===== config.mk =====
export PLATFORM = sky130hd
export DESIGN_NAME = pcie_tl_fc_credit_ctrl
export DESIGN_NICKNAME = d
export VERILOG_FILES = /design/src/rtl/pcie_tl_pkg.sv /design/src/rtl/pcie_fc_credit_cnt.sv /design/src/rtl/pcie_tl_fc_credit_ctrl.sv
export SDC_FILE = /design/constraint.sdc
export NUM_CORES = 1
export LEC_CHECK = 0
export ABC_AREA = 1
export ABC_CLOCK_PERIOD_IN_PS = 23300
export CAP_MARGIN = 30
export CORE_MARGIN = 2
export CORE_UTILIZATION = 36
export DETAILED_ROUTE_END_ITERATION = 6
export PLACE_DENSITY = 0.49
export SLEW_MARGIN = 20
export SYNTH_ARGS = -nofsm -noshare
export SYNTH_HDL_FRONTEND = slang
export SYNTH_SLANG_ARGS = --single-unit
export TNS_END_PERCENT = 30

===== constraint.sdc =====
create_clock -name clk -period 23.3 [get_ports clk]
set_clock_uncertainty 0.05 [all_clocks]
set_input_delay 6.99 -clock clk [delete_from_list [all_inputs] [get_ports clk]]
set_output_delay 6.99 -clock clk [all_outputs]
set_load 0.02 [all_outputs]

===== src/rtl/pcie_tl_pkg.sv =====
// PCIe TL flow-control shared types and helpers.
// Credit type/state encodings and the payload credit cost function.
package pcie_tl_pkg;

  localparam int FC_HDR_W  = 8;
  localparam int FC_DATA_W = 12;

  typedef enum logic [1:0] {
    FC_P   = 2'd0,
    FC_NP  = 2'd1,
    FC_CPL = 2'd2
  } fc_type_e;

  typedef enum logic [1:0] {
    FC_RESET  = 2'd0,
    FC_INIT   = 2'd1,
    FC_ACTIVE = 2'd2
  } fc_state_e;

  // One data credit is 4 DW; a length of 0 encodes 1024 DW.
  function automatic logic [8:0] fc_data_cost(
    input logic       has_data,
    input logic [9:0] len
  );
    logic [10:0] s;
    s = {1'b0, len} + 11'd3;
    if (!has_data) return 9'd0;
    if (len == 10'd0) return 9'd256;
    return s[10:2];
  endfunction

endpackage


===== src/rtl/pcie_fc_credit_cnt.sv =====
// Header and data credit tracking for one FC type of one VC.
// Holds limit/consumed pairs, infinite flags and the modular gate.
module pcie_fc_credit_cnt
  import pcie_tl_pkg::*;
#(
  parameter int HDR_W  = FC_HDR_W,
  parameter int DATA_W = FC_DATA_W
) (
  input  logic              clk,
  input  logic              rst_n,
  input  logic              clr_i,
  input  logic              init_i,
  input  logic              upd_i,
  input  logic [HDR_W-1:0]  hdr_i,
  input  logic [DATA_W-1:0] data_i,
  input  logic [8:0]        data_cost_i,
  input  logic              debit_i,
  output logic              ok_o
);

  localparam logic [HDR_W-1:0] H_HALF =
    HDR_W'(1) << (HDR_W - 1);
  localparam logic [DATA_W-1:0] D_HALF =
    DATA_W'(1) << (DATA_W - 1);

  logic [HDR_W-1:0]  hdr_lim_q, hdr_lim_d;
  logic [HDR_W-1:0]  hdr_cons_q, hdr_cons_d;
  logic              hdr_inf_q, hdr_inf_d;
  logic [DATA_W-1:0] data_lim_q, data_lim_d;
  logic [DATA_W-1:0] data_cons_q, data_cons_d;
  logic              data_inf_q, data_inf_d;

  logic [HDR_W-1:0]  hdr_room;
  logic [DATA_W-1:0] data_room;
  logic [DATA_W-1:0] data_cost;

  assign data_cost = DATA_W'(data_cost_i);
  assign hdr_room  = hdr_lim_q - hdr_cons_q - HDR_W'(1);
  assign data_room = data_lim_q - data_cons_q - data_cost;

  // Room must land in the lower half of the modular window.
  assign ok_o = (hdr_inf_q || hdr_room <= H_HALF) &&
                (data_inf_q || data_room <= D_HALF);

  always_comb begin
    hdr_lim_d   = hdr_lim_q;
    hdr_cons_d  = hdr_cons_q;
    hdr_inf_d   = hdr_inf_q;
    data_lim_d  = data_lim_q;
    data_cons_d = data_cons_q;
    data_inf_d  = data_inf_q;
    if (clr_i) begin
      hdr_lim_d   = '0;
      hdr_cons_d  = '0;
      hdr_inf_d   = 1'b0;
      data_lim_d  = '0;
      data_cons_d = '0;
      data_inf_d  = 1'b0;
    end else begin
      if (init_i) begin
        hdr_lim_d  = hdr_i;
        hdr_inf_d  = (hdr_i == '0);
        data_lim_d = data_i;
        data_inf_d = (data_i == '0);
      end else if (upd_i) begin
        if (!hdr_inf_q)  hdr_lim_d  = hdr_i;
        if (!data_inf_q) data_lim_d = data_i;
      end
      if (debit_i) begin
        hdr_cons_d  = hdr_cons_q + HDR_W'(1);
        data_cons_d = data_cons_q + data_cost;
      end
    end
  end

  always_ff @(posedge clk or negedge rst_n) begin
    if (!rst_n) begin
      hdr_lim_q   <= '0;
      hdr_cons_q  <= '0;
      hdr_inf_q   <= 1'b0;
      data_lim_q  <= '0;
      data_cons_q <= '0;
      data_inf_q  <= 1'b0;
    end else begin
      hdr_lim_q   <= hdr_lim_d;
      hdr_cons_q  <= hdr_cons_d;
      hdr_inf_q   <= hdr_inf_d;
      data_lim_q  <= data_lim_d;
      data_cons_q <= data_cons_d;
      data_inf_q  <= data_inf_d;
    end
  end

endmodule


===== src/rtl/pcie_tl_fc_credit_ctrl.sv =====
// TX flow-control credit manager: per-VC FC init FSM,
// credit gating of head TLPs and debit/replenish routing.
module pcie_tl_fc_credit_ctrl
  import pcie_tl_pkg::*;
#(
  parameter int NUM_VC = 2,
  parameter int HDR_W  = FC_HDR_W,
  parameter int DATA_W = FC_DATA_W,
  localparam int VCW   = (NUM_VC > 1) ? $clog2(NUM_VC) : 1
) (
  input  logic                 clk,
  input  logic                 rst_n,
  input  logic                 link_up_i,
  input  logic [2*NUM_VC-1:0]  head_type_i,
  input  logic [NUM_VC-1:0]    head_has_data_i,
  input  logic [10*NUM_VC-1:0] head_len_i,
  output logic [NUM_VC-1:0]    fc_ok_o,
  input  logic                 tlp_sent_i,
  input  logic [VCW-1:0]       tlp_sent_vc_i,
  input  logic                 fc_upd_valid_i,
  input  logic                 fc_upd_init_i,
  input  logic [VCW-1:0]       fc_upd_vc_i,
  input  logic [1:0]           fc_upd_type_i,
  input  logic [HDR_W-1:0]     fc_upd_hdr_i,
  input  logic [DATA_W-1:0]    fc_upd_data_i,
  output logic [NUM_VC-1:0]    fc_active_o,
  output logic                 fc_err_o
);

  fc_state_e   state_q [NUM_VC];
  fc_state_e   state_d [NUM_VC];
  logic [2:0]  seen_q  [NUM_VC];
  logic [2:0]  seen_d  [NUM_VC];
  logic        err_q, err_d;

  logic [1:0]  hd_type [NUM_VC];
  logic [8:0]  cost    [NUM_VC];
  logic [NUM_VC-1:0]   upd_hit;
  logic [NUM_VC-1:0]   clr;
  logic [NUM_VC-1:0]   ok;
  logic [3*NUM_VC-1:0] cnt_ok;
  logic [3*NUM_VC-1:0] cnt_init;
  logic [3*NUM_VC-1:0] cnt_upd;
  logic [3*NUM_VC-1:0] cnt_dbt;
  logic                upd_rsvd;
  logic                sent_ok;

  assign upd_rsvd = (fc_upd_type_i == 2'd3);

  always_comb begin
    for (int v = 0; v < NUM_VC; v++) begin
      hd_type[v] = head_type_i[2*v +: 2];
      cost[v]    = fc_data_cost(head_has_data_i[v],
                                head_len_i[10*v +: 10]);
      upd_hit[v] = fc_upd_valid_i && !upd_rsvd &&
                   (fc_upd_vc_i == VCW'(v));
      clr[v]     = !link_up_i || (state_q[v] == FC_RESET);
      fc_active_o[v] = (state_q[v] == FC_ACTIVE);
      unique case (hd_type[v])
        2'd0:    ok[v] = cnt_ok[3*v];
        2'd1:    ok[v] = cnt_ok[3*v+1];
        2'd2:    ok[v] = cnt_ok[3*v+2];
        default: ok[v] = 1'b0;
      endcase
      fc_ok_o[v] = ok[v] && fc_active_o[v];
    end
  end

  for (genvar v = 0; v < NUM_VC; v++) begin : g_vc
    for (genvar t = 0; t < 3; t++) begin : g_ty
      localparam int I = 3 * v + t;
      logic ty_hit;
      assign ty_hit = (fc_upd_type_i == 2'(t));
      assign cnt_init[I] = upd_hit[v] && fc_upd_init_i &&
                           ty_hit && (state_q[v] == FC_INIT);
      assign cnt_upd[I]  = upd_hit[v] && !fc_upd_init_i &&
                           ty_hit && (state_q[v] == FC_ACTIVE);
      assign cnt_dbt[I]  = tlp_sent_i &&
                           (tlp_sent_vc_i == VCW'(v)) &&
                           (hd_type[v] == 2'(t));
      pcie_fc_credit_cnt #(
        .HDR_W  (HDR_W),
        .DATA_W (DATA_W)
      ) u_cnt (
        .clk         (clk),
        .rst_n       (rst_n),
        .clr_i       (clr[v]),
        .init_i      (cnt_init[I]),
        .upd_i       (cnt_upd[I]),
        .hdr_i       (fc_upd_hdr_i),
        .data_i      (fc_upd_data_i),
        .data_cost_i (cost[v]),
        .debit_i     (cnt_dbt[I]),
        .ok_o        (cnt_ok[I])
      );
    end
  end

  always_comb begin
    sent_ok = 1'b0;
    for (int v = 0; v < NUM_VC; v++)
      if (tlp_sent_vc_i == VCW'(v)) sent_ok = fc_ok_o[v];
    err_d = err_q ||
            (tlp_sent_i && !sent_ok) ||
            (fc_upd_valid_i && upd_rsvd);
  end

  always_comb begin
    for (int v = 0; v < NUM_VC; v++) begin
      state_d[v] = state_q[v];
      seen_d[v]  = seen_q[v];
      if (!link_up_i) begin
        state_d[v] = FC_RESET;
        seen_d[v]  = 3'b000;
      end else begin
        unique case (state_q[v])
          FC_RESET: begin
            state_d[v] = FC_INIT;
            seen_d[v]  = 3'b000;
          end
          FC_INIT: begin
            if (upd_hit[v] && fc_upd_init_i)
              seen_d[v] = seen_q[v] |
                          (3'b001 << fc_upd_type_i);
            if (&seen_d[v]) state_d[v] = FC_ACTIVE;
          end
          FC_ACTIVE: state_d[v] = FC_ACTIVE;
          default:   state_d[v] = FC_RESET;
        endcase
      end
    end
  end

  always_ff @(posedge clk or negedge rst_n) begin
    if (!rst_n) begin
      err_q <= 1'b0;
      for (int v = 0; v < NUM_VC; v++) begin
        state_q[v] <= FC_RESET;
        seen_q[v]  <= 3'b000;
      end
    end else begin
      err_q <= err_d;
      for (int v = 0; v < NUM_VC; v++) begin
        state_q[v] <= state_d[v];
        seen_q[v]  <= seen_d[v];
      end
    end
  end

  assign fc_err_o = err_q;

endmodule


# --- Word-level counts from Yosys, hierarchy flattened ---
# Index checks and enable logic that the tools add are counted.
classes:
  add_sub_neg: 38
  n_lt_le_gt_ge: 12
  n_eq_ne: 27
  shift: 1
  muxes: 127
  bitwise_logic: 4
  reduce_logical: 110
op_table:
  columns: ["cell", "n"]
  rows:
  - ["12-bit 2-to-1 mux", 36]
  - ["8-bit 2-to-1 mux", 36]
  - ["12-bit by 9-bit adder with 12-bit output", 6]
  - ["12-bit <= comparator, second input constant", 6]
  - ["9-bit 2-to-1 mux", 8]
  - ["12-bit subtractor", 6]
  - ["12-bit by 9-bit subtractor with 12-bit output", 6]
  - ["1-bit logical AND", 49]
  - ["8-bit by 1-bit adder with 8-bit output, second input constant", 6]
  - ["8-bit <= comparator, second input constant", 6]
  - ["8-bit by 1-bit subtractor with 8-bit output, second input constant", 6]
  - ["8-bit subtractor", 6]
  - ["3-bit by 2-bit inequality test with 1-bit output, second input constant", 10]
  - ["1-bit 2-to-1 mux", 29]
  - ["3-bit 2-to-1 mux", 8]
  - ["2-bit AND reduction", 12]
  - ["2-bit nonzero test", 12]
  - ["10-bit by 2-bit adder with 11-bit output, second input constant", 2]
  - ["10-bit logical NOT", 2]
  - ["3-bit by 1-bit inequality test with 1-bit output, second input constant", 6]
  - ["3-bit nonzero test", 6]
  - ["1-bit logical OR", 16]
  - ["2-bit == test, second input constant", 6]
  - ["12-bit logical NOT", 1]
  - ["12 further kinds", 32]
totals:
  regBits: 263
  out_inout_bits: 5
  elab_cells: 360

# --- Logic depth before layout (Yosys ltp) ---
# Gate-level depths: netlist of the first run.
depth:
  word_depth: 16
  mapped_depth: 36

# --- By module ---
# From an unflattened synthesis of the first run, not the netlist that was laid out.
hier_totals:
  cells_unflattened: 3255
  hier_area_um2: 23401.2
by_module_without_submodules:
  columns: ["mod", "n_inst", "cells_per_inst", "area_each_um2", "seq_area_each_um2"]
  rows:
  - ["pcie_fc_credit_cnt at g_vc[0].g_ty[2].u_cnt ...", 3, 519, 3734.8, 1051.0]
  - ["pcie_fc_credit_cnt at g_vc[1].g_ty[2].u_cnt", 1, 496, 3659.8, 1051.0]
  - ["pcie_fc_credit_cnt at g_vc[0].g_ty[0].u_cnt", 1, 498, 3649.8, 1051.0]
  - ["pcie_fc_credit_cnt at g_vc[0].g_ty[1].u_cnt", 1, 496, 3621.0, 1051.0]
  - ["pcie_tl_fc_credit_ctrl", 1, 208, 1266.2, 275.3]

# --- Worst setup path after synthesis of the first run ---
# No wires, ideal clock.
synth_path:
  kind: "input-to-output"
  startpoint: "input head_len_i[0]"
  endpoint: "output fc_ok_o[0]"
  arrival_time_ns: 10.145
  required_time_ns: 16.260
  path_slack_ns: 6.115
  stages: 35
  n_path_buf: 0
  path_cell_list: "nor2_1 -> inv_2 -> nand2_2 -> nor2_4 -> inv_2 -> nor2_4 -> inv_2 -> nor2_4 -> inv_2 -> nor2_4 -> inv_2 -> nor2_4 -> nand2_2 -> nor2_2 -> inv_1 -> nand3_1 -> inv_1 -> fa_1 -> inv_1 -> ha_1 -> nand2_1 -> inv_1 -> a21oi_1 -> nand2_1 -> nand2_1 -> nand2_1 -> inv_1 -> nand2_1 -> nor2_1 -> nand2_1 -> nand3_1 -> nand2_1 -> nand3_1 -> nand2_1 -> inv_1"
synth_between:
  elab_chain_cells: 11
  word_cells_on_any_way: 21
  cone_classes: "add/sub: 4; order compare: 3; mux: 6; reduce/logical: 8"
synth_rtl:
  columns: ["item", "line_no", "text"]
  rows:
  - ["start, declared", "pcie_tl_fc_credit_ctrl.sv:16", "input logic [10*NUM_VC-1:0] head_len_i,"]
  - ["branches (longest 3 deep; another with 10-bit by 2-bit adder with 11-bit output)", null, null]
  - ["9-bit 2-to-1 mux (*)", "pcie_tl_pkg.sv:29", "return s[10:2];"]
  - ["9-bit 2-to-1 mux (*)", "pcie_tl_pkg.sv:28", "if (len == 10'd0) return 9'd256;"]
  - ["12-bit by 9-bit subtractor with 12-bit output", "pcie_fc_credit_cnt.sv:39", "assign data_room = data_lim_q - data_cons_q - data_cost;"]
  - ["12-bit <= comparator", "pcie_fc_credit_cnt.sv:43", "(data_inf_q || data_room <= D_HALF);"]
  - ["1-bit logical OR", "pcie_fc_credit_cnt.sv:43", null]
  - ["1-bit logical AND", "pcie_fc_credit_cnt.sv:42", "assign ok_o = (hdr_inf_q || hdr_room <= H_HALF) &&"]
  - ["1-bit one-hot mux with 3 select lines (*)", "pcie_tl_fc_credit_ctrl.sv:59", "unique case (hd_type[v])"]
  - ["1-bit logical AND (*)", "pcie_tl_fc_credit_ctrl.sv:65", "fc_ok_o[v] = ok[v] && fc_active_o[v];"]
  - ["end, declared", "pcie_tl_fc_credit_ctrl.sv:17", "output logic [NUM_VC-1:0] fc_ok_o,"]
# Mark *: on every way between the ends. The select of a mux whose other input is x is not followed.

# --- Worst setup path in the final report of the first run ---
layout_path:
  startpoint: "input head_has_data_i[1]"
  endpoint: "output fc_ok_o[1]"
layout_between:
  elab_chain_cells: 7
  word_cells_on_any_way: 15
  cone_classes: "add/sub: 3; order compare: 3; mux: 2; reduce/logical: 7"
layout_rtl:
  columns: ["item", "line_no", "text"]
  rows:
  - ["start, declared", "pcie_tl_fc_credit_ctrl.sv:15", "input logic [NUM_VC-1:0] head_has_data_i,"]
  - ["9-bit 2-to-1 mux (*)", "pcie_tl_pkg.sv:28", null]
  - ["12-bit by 9-bit subtractor with 12-bit output", "pcie_fc_credit_cnt.sv:39", null]
  - ["12-bit <= comparator", "pcie_fc_credit_cnt.sv:43", null]
  - ["1-bit logical OR", "pcie_fc_credit_cnt.sv:43", null]
  - ["1-bit logical AND", "pcie_fc_credit_cnt.sv:42", null]
  - ["1-bit one-hot mux with 3 select lines (*)", "pcie_tl_fc_credit_ctrl.sv:59", null]
  - ["1-bit logical AND (*)", "pcie_tl_fc_credit_ctrl.sv:65", null]
# Every way passes the cells marked *; elsewhere a longest branch is shown, timed or not.

==> results.rst, run 1 <==
.. list-table::
   :header-rows: 1

   * - Metric
     - Value
   * - Sequential share of power
     - 24.0%
   * - Leakage
     - 13.3 nW
   * - Final count of negative-setup-slack endpoints
     - 0
   * - Type of element capturing the critical path
     - primary output
   * - Async set-reset flop share out of synthesis
     - 100%
   * - Post-cts repair resize count
     - 0
   * - Via-per-instance ratio
     - 4.81
   * - Minimum hold slack
     - 416 ps
   * - Crit Path Category
     - in2out
   * - Met1 Usage GRT
     - 28.6%
   * - Effective utilization at floorplan
     - 36.2%
   * - Overall global routing resource usage
     - 19.9%
   * - Die Wd
     - 258 um
   * - Number of filler cells placed in the layout
     - 6,681
   * - Root buffer cell
     - clkbuf_16
   * - Overall die height
     - 258 um
   * - Total count of hold-check failures in the final report
     - 0
   * - Critical path startpoint category
     - input port
   * - Post-route setup TNS
     - 0 ps
   * - Wire length after detailed routing
     - 65,800 um
   * - Vias post-DR
     - 20.0k
   * - Count of final max-slew check failures
     - 0
   * - Critical path origin
     - head_has_data_i[1]
   * - Cell Chain, Critical Path
     - clkdlybuf4s50_1 > inv_1 > nor3_1 > inv_1 > fa_1 > inv_1 > ha_1 > inv_1 > nand2_1 > fa_1 > xor2_1 > nor2_1 > nand2_1 > nor2_1 > nand2_1 > nor2_1 > nand4_1 > nand3_1 > nand2_1 > nand3_1 > nand2_1 > inv_1 > clkdlybuf4s50_1
   * - Fraction of final layout cells with drive strength greater than 1
     - 8.12%
   * - Number of buffers added by the clock tree synthesis step
     - 37
   * - Latest clock arrival within the worst-skew pair
     - 560 ps
   * - Mean routed wirelength per cell
     - 15.8 um
   * - Syn_nets
     - 3,575
   * - 1st-iter DRT viols
     - 1,369
   * - Core utilization of the finished layout
     - 40.7%
   * - Number of ports placed on the die boundary
     - 61
   * - Count of flip-flops with a built-in enable after synthesis
     - 0
   * - Int Pwr
     - 1.31 mW
   * - Max Fclk
     - 52.2 MHz
   * - Final weighted congestion of routability-driven global placement
     - 0.885
   * - Max transition margin
     - 37.5%
   * - Type of the most critical hold path
     - reg2reg
   * - Power density of the placed cells
     - 91.1 nW/um^2
   * - Detailed-routing iteration count for the pre-antenna-repair pass
     - 7
   * - CP Buf/Inv Count
     - 7
   * - Arrival time worst endpoint
     - 12,120 ps
   * - Detailed-placement wirelength estimate
     - 52,300 um
   * - Crit-path max FO
     - 6
   * - Mean instance size in the synthesized netlist
     - 7.24 um^2
   * - Combinational share of power
     - 51.4%
   * - Instance count of the mapped netlist
     - 3,207
   * - Count of yosys warnings during synthesis
     - 0
   * - Area of the placeable core
     - 64,100 um^2
   * - Worst-margin pin slew
     - 932 ps
   * - Most frequent cells in the layout
     - nand2_1, inv_1, nor2_1
   * - Critical Path Slowest Stage Cell
     - nor3_1
   * - Number of remaining DRC errors
     - 0
   * - Final net count
     - 3,657
   * - Crit path largest cell delay
     - 630 ps
   * - Register area share after synthesis
     - 28.3%
   * - Max VDD drop
     - 60.6 uV
   * - RSZ-0062 raised after global routing
     - no
   * - Most used routing layer in global routing
     - met2
   * - Setup slack at placement
     - 4160 ps
   * - Post-CTS Hold Buffers
     - 0
   * - Area enclosed by the die boundary
     - 66,600 um^2
   * - Portion of the clock cycle consumed by the worst path in the final layout
     - 82.2%
   * - Status
     - finished clean
   * - Global-route wire length before repair
     - 106,000 um
   * - Via count of the first global-routing pass
     - 19.7k
   * - Leading register cell type out of synthesis
     - dfrtp_1
   * - Critical path required time
     - 16,260 ps
   * - Antenna violations before repair
     - 3
   * - Routing usage on met3
     - 2.51%
   * - CTS H-tree lvls
     - 2
   * - Clock transition time at the flip-flop clock pins of the worst setup and hold paths
     - 50 ps
   * - Commonest non-fill, non-tap cell in the layout
     - nand2_1
   * - P_sw
     - 1.07 mW
   * - Startpoint of the worst hold path
     - g_vc[1].g_ty[1].u_cnt.hdr_cons_q[5]
   * - Max Buffers Root-to-Sink
     - 3
   * - Clock tree from TritonCTS
     - done
   * - Fraction of power spent switching nets
     - 45.0%
   * - Pin count of the biggest net entering global routing
     - 69
   * - Dominant delay contributor by cell family on the critical path
     - buffers and inverters
   * - Number of I/O port buffers
     - 60
   * - Ant. Diodes
     - 0
   * - Max-capacitance violation count
     - 0
   * - Launching point of the worst reg2reg path
     - g_vc[0].g_ty[0].u_cnt.data_cons_q[0]
   * - Overflow left after global routing
     - 0
   * - CTS sink count
     - 263
   * - P&R area growth vs syn
     - 12.3%
   * - Number of synthesized register bits
     - 263
   * - Number of distinct standard cells referenced by the synthesized netlist
     - 51
   * - Minimum setup slack in the final design
     - 4140 ps
   * - # rows
     - 93
   * - Met2 global-route usage
     - 32.0%
   * - Clock network power share
     - 24.6%
   * - Total setup buffers inserted after CTS
     - 0
   * - Final critical path time including I/O delays and setup
     - 19,160 ps
   * - Detail Route Antenna Nets
     - 0
   * - Synthesized cell area
     - 23,200 um^2
[synth_stat cells, types with 3 or more instances]
| cell type | count | area share (%) |
|---|---|---|
| o21ai_2 | 60 | 2.3 |
| inv_2 | 30 | 0.48 |
| inv_1 | 668 | 11 |
| buf_2 | 12 | 0.26 |
| a31oi_1 | 14 | 0.38 |
| nand2_4 | 3 | 0.15 |
| clkbuf_1 | 4 | 0.065 |
| dfrtp_1 | 263 | 28 |
| nand4_1 | 57 | 1.5 |
| nor2_2 | 17 | 0.46 |
| and2_1 | 6 | 0.16 |
| nand2_1 | 734 | 12 |
| nor2_4 | 23 | 1.1 |
| xor2_1 | 27 | 1.0 |
| a21oi_2 | 13 | 0.49 |
| o21bai_1 | 14 | 0.45 |
| xnor2_1 | 18 | 0.68 |
| buf_6 | 11 | 0.53 |
| nand3_1 | 179 | 3.9 |
| o22ai_1 | 24 | 0.65 |
| o21ai_0 | 108 | 2.3 |
| nand2_2 | 23 | 0.62 |
| o21a_1 | 6 | 0.19 |
| nand3b_1 | 16 | 0.52 |
| o2111ai_1 | 6 | 0.23 |
| fa_1 | 66 | 5.7 |
| a31o_2 | 7 | 0.26 |
| o32ai_1 | 6 | 0.23 |
| nor2_1 | 276 | 4.5 |
| nor4_1 | 12 | 0.32 |
| nor3_2 | 5 | 0.22 |
| o211ai_1 | 7 | 0.23 |
| and3_1 | 7 | 0.19 |
| buf_4 | 3 | 0.097 |
| nor3_1 | 35 | 0.75 |
| or2_1 | 7 | 0.19 |
| a21o_1 | 5 | 0.16 |
| o21ai_1 | 30 | 0.65 |
| a21oi_1 | 137 | 3.0 |
| or2_2 | 8 | 0.22 |
| ha_1 | 246 | 13 |
[power groups by stage]
stage	Sequential (mW)	Combinational (mW)	Clock, mW
final	0.570	1.22	0.585
after global routing	0.578	1.41	0.617
after CTS	0.570	1.22	0.601
after detailed placement	0.578	1.21	0
after global placement	0.576	1.20	0
after floorplan	0.562	0.937	0
[kinds of logic (layout without fill, tap and decap cells)]
kind of cell | count (synthesis) | after routing | synth area share (%)
adder cells (fa/ha/maj) | 312 | 312 | 18.9
XOR/XNOR | 45 | 45 | 1.70
AND/OR/NAND/NOR | 1412 | 1412 | 26.8
AO/OA/AOI/OAI | 444 | 444 | 11.9
flip-flops | 263 | 263 | 28.3
buffers and inverters | 731 | 837 | 12.3
[per-layer routing]
metal | routed length [um] | vias to the layer above
met5 | 0 | -
met4 | 921 | 0
met3 | 3040 | 55
met2 | 29300 | 370
met1 | 32500 | 9366
li1 | - | 10200
[registers in the layout, summed over array words and instances (netlist names)]
name,count
g_vc.g_ty.u_cnt.data_cons_q,72
g_vc.g_ty.u_cnt.data_lim_q,72
g_vc.g_ty.u_cnt.hdr_cons_q,48
g_vc.g_ty.u_cnt.hdr_lim_q,48
g_vc.g_ty.u_cnt.data_inf_q,6
g_vc.g_ty.u_cnt.hdr_inf_q,6
seen_q,6
state_q,4
fc_err_o,1
[final timing paths]
path                       slack (ps)  cells after the start                                   to
max                              4140                     23                           fc_ok_o[1]
min                               420                      1  g_vc[1].g_ty[1].u_cnt.hdr_cons_q[6]
max reg2reg                     19750                     21                             fc_err_o
min reg2reg                       420                      1  g_vc[1].g_ty[1].u_cnt.hdr_cons_q[6]
max in group asynchronous       14920                      4  g_vc[1].g_ty[2].u_cnt.data_lim_q[1]
min in group asynchronous        6350                      1  g_vc[0].g_ty[0].u_cnt.hdr_cons_q[5]
[cell type report]
| type | instances | area, um^2 | area share, % |
|---|---|---|---|
| flip-flops and latches | 263 | 6580 | 25.2 |
| well taps | 855 | 1070 | 4.10 |
| clock buffers | 54 | 1080 | 4.15 |
| inverters | 700 | 2630 | 10.1 |
| multi-input cells | 2213 | 13800 | 53.0 |
| clock inverters | 9 | 153 | 0.585 |
| repair buffers | 74 | 758 | 2.91 |
[stage by stage]
| stage | cell area [um^2] | cells | total power, mW |
|---|---|---|---|
| 2_1_floorplan | 23200 | 3207 | 1.50 |
| 3_3_place_gp | 24800 | 4101 | 1.77 |
| 3_5_place_dp | 24800 | 4102 | 1.79 |
| 4_1_cts | 26000 | 4165 | 2.39 |
| 5_1_grt | 26100 | 4168 | 2.60 |
| 6_report | 26100 | 4168 | 2.37 |
Power figures use the tool's default switching activity.
==> run 2: changes to the inputs <==
ABC_CLOCK_PERIOD_IN_PS = 18400   (was 23300)
clock period = 18.4 ns   (was 23.3 ns; I/O delays follow)
==> results.rst, run 2 (same netlist as run 1, synthesis figures left out) <==
.. list-table::
   :header-rows: 1

   * - Metric
     - Value
   * - Detail Route Antenna Nets
     - 0 (unchanged)
   * - Final weighted congestion of routability-driven global placement
     - 0.886 (was 0.885)
   * - Power density of the placed cells
     - 115 nW/um^2 (was 91.1 nW/um^2)
   * - Count of final max-slew check failures
     - 0 (unchanged)
   * - Overall global routing resource usage
     - 19.9% (about the same)
   * - Via count of the first global-routing pass
     - 19.7k (about the same)
   * - Critical path required time
     - 12,830 ps (was 16,260 ps)
   * - Crit-path max FO
     - 6 (unchanged)
   * - Number of filler cells placed in the layout
     - 6,646 (was 6,681)
   * - Number of ports placed on the die boundary
     - 61 (unchanged)
   * - CTS sink count
     - 263 (unchanged)
   * - Total count of hold-check failures in the final report
     - 0 (unchanged)
   * - Clock transition time at the flip-flop clock pins of the worst setup and hold paths
     - 60 ps (was 50 ps)
   * - Max transition margin
     - 36.6% (was 37.5%)
   * - # rows
     - 93 (unchanged)
   * - Ant. Diodes
     - 0 (unchanged)
   * - Detailed-routing iteration count for the pre-antenna-repair pass
     - 6 (was 7)
   * - Post-CTS Hold Buffers
     - 0 (unchanged)
   * - Number of I/O port buffers
     - 60 (unchanged)
   * - Number of remaining DRC errors
     - 0 (unchanged)
   * - Antenna violations before repair
     - 2 (was 3)
   * - Number of buffers added by the clock tree synthesis step
     - 36 (was 37)
   * - Final critical path time including I/O delays and setup
     - 16,210 ps
   * - Leading registers by flop count
     - g_vc.g_ty.u_cnt.data_cons_q x72, g_vc.g_ty.u_cnt.data_lim_q x72 (unchanged)
   * - Startpoint of the worst hold path
     - g_vc[1].g_ty[1].u_cnt.hdr_cons_q[5] (unchanged)
   * - Latest clock arrival within the worst-skew pair
     - 560 ps (about the same)
   * - Critical path startpoint category
     - input port (unchanged)
   * - P&R area growth vs syn
     - 12.1% (was 12.3%)
   * - Overflow left after global routing
     - 0 (unchanged)
   * - Critical Path Slowest Stage Cell
     - nor3_1 (unchanged)
   * - 1st-iter DRT viols
     - 1,452 (was 1,369)
   * - Via-per-instance ratio
     - 4.82 (was 4.81)
   * - Max Fclk
     - 61.7 MHz
   * - Crit Path Category
     - in2out (unchanged)
   * - Leakage
     - 13.3 nW (about the same)
   * - Fraction of final layout cells with drive strength greater than 1
     - 8.21% (was 8.12%)
   * - Clock tree from TritonCTS
     - done (unchanged)
   * - Worst-margin pin slew
     - 946 ps (was 932 ps)
   * - Commonest non-fill, non-tap cell in the layout
     - nand2_1 (unchanged)
   * - Global-route wire length before repair
     - 106,000 um (about the same)
   * - Arrival time worst endpoint
     - 10,640 ps (was 12,120 ps)
   * - Total setup buffers inserted after CTS
     - 0 (unchanged)
   * - Max VDD drop
     - 77.2 uV (was 60.6 uV)
   * - CTS H-tree lvls
     - 2 (unchanged)
   * - Reg2reg path depth
     - 24 (was 21)
   * - Root buffer cell
     - clkbuf_16 (unchanged)
   * - Depth of the worst hold-timing path
     - 1 (unchanged)
   * - Post-route setup TNS
     - 0 ps (unchanged)
   * - RSZ-0062 raised after global routing
     - no (unchanged)
   * - Count of placed standard cells including taps
     - 4,102 (unchanged)
   * - Max-capacitance violation count
     - 0 (unchanged)
   * - Cell Chain, Critical Path
     - clkdlybuf4s50_1 > inv_1 > nor3_1 > inv_1 > fa_1 > ha_1 > inv_1 > nand2_1 > inv_1 > fa_1 > inv_1 > nand3_1 > nand3_1 > nand2_1 > nand2_1 > nand2_1 > nand2_1 > nand4_1 > o21ai_1 > nand2_1 > nand3_1 > nand2_1 > inv_1 > clkdlybuf4s50_1 (was clkdlybuf4s50_1 > inv_1 > nor3_1 > inv_1 > fa_1 > inv_1 > ha_1 > inv_1 > nand2_1 > fa_1 > xor2_1 > nor2_1 > nand2_1 > nor2_1 > nand2_1 > nor2_1 > nand4_1 > nand3_1 > nand2_1 > nand3_1 > nand2_1 > inv_1 > clkdlybuf4s50_1)
   * - Effective utilization at floorplan
     - 36.2% (unchanged)
   * - Status
     - finished clean (unchanged)
   * - Crit path top cell by count
     - nand2_1
   * - Wire length after detailed routing
     - 65,600 um (was 65,800 um)
   * - Total power draw
     - 3.00 mW (was 2.37 mW)
   * - Area enclosed by the die boundary
     - 66,600 um^2 (unchanged)
   * - Pin count of the biggest net entering global routing
     - 69 (unchanged)
   * - Post-cts repair resize count
     - 0 (unchanged)
   * - Final count of negative-setup-slack endpoints
     - 0 (unchanged)
   * - Detailed-placement wirelength estimate
     - 52,300 um (about the same)
   * - Most frequent cells in the layout
     - nand2_1, inv_1, nor2_1 (unchanged)
   * - Crit path largest cell delay
     - 660 ps (was 630 ps)
   * - Post-route insts no fill
     - 4,168 (unchanged)
   * - Vias post-DR
     - 20.1k (was 20.0k)
   * - Final net count
     - 3,655 (was 3,657)
   * - Die Wd
     - 258 um (unchanged)
   * - Critical path origin
     - head_has_data_i[1] (unchanged)
   * - Area of the placeable core
     - 64,100 um^2 (unchanged)
   * - Mean routed wirelength per cell
     - 15.7 um (was 15.8 um)
   * - Portion of the clock cycle consumed by the worst path in the final layout
     - 88.1%
   * - Max Buffers Root-to-Sink
     - 3 (unchanged)
   * - Launching point of the worst reg2reg path
     - g_vc[0].g_ty[1].u_cnt.data_cons_q[0] (was g_vc[0].g_ty[0].u_cnt.data_cons_q[0])
   * - Overall die height
     - 258 um (unchanged)
   * - Type of the most critical hold path
     - reg2reg (unchanged)
   * - Type of element capturing the critical path
     - primary output (unchanged)
-- run 2: stage by stage --
stage                     area, um^2  worst slack (ps)  hold WS (ps)  utilization [%]
after floorplan                23200              4160           390                -
after global placement         24800              2160           413             38.6
after detailed placement       24800              2200           404             38.7
after CTS                      26000              2180           423             40.6
after global routing           26100              1840           437             40.6
final                          26100              2190           422             40.6
-- run 2: metal layers --
layer / vias to the layer above / share of wire (%) / global-route usage, %
met5: - / 0.020 / 0
met1: 9400 / 49 / 28.7
met3: 77 / 4.3 / 2.87
met2: 363 / 44 / 31.6
met4: 2 / 2.1 / 4.59
li1: 10200 / - / -
-- run 2: where the power goes --
group	leakage (nW)	switching (mW)	internal (mW)	total (mW)
Clock	0.597	0.287	0.448	0.734
Combinational	9.06	1.00	0.538	1.54
Sequential	3.60	0.0574	0.663	0.721
Total	13.3	1.35	1.65	3.00
-- run 2: worst paths after layout --
| kind | endpoint | slack (ps) |
|---|---|---|
| max | fc_ok_o[1] | 2190 |
| min | g_vc[1].g_ty[1].u_cnt.hdr_cons_q[6] | 420 |
| max reg2reg | fc_err_o | 14890 |
| min reg2reg | g_vc[1].g_ty[1].u_cnt.hdr_cons_q[6] | 420 |
| max in group asynchronous | g_vc[1].g_ty[2].u_cnt.data_lim_q[1] | 11490 |
| min in group asynchronous | g_vc[0].g_ty[0].u_cnt.hdr_cons_q[5] | 4890 |
-- run 2: cell type report --
| cell class | instances | area (um^2) | share of cell area (%) |
|---|---|---|---|
| clock buffers | 46 | 978 | 3.76 |
| clock inverters | 18 | 239 | 0.917 |
| inverters | 700 | 2630 | 10.1 |
| multi-input cells | 2213 | 13800 | 53.0 |
| flip-flops and latches | 263 | 6580 | 25.3 |
| well taps | 855 | 1070 | 4.11 |
| repair buffers | 73 | 747 | 2.87 |
-- run 2: worst max-delay path: cells and delay by family --
family / cells / cell delay (ps)
buf+inv: 8 / 1950
fa+ha+maj: 3 / 1190
simple gates: 12 / 1750
compound gates: 1 / 180
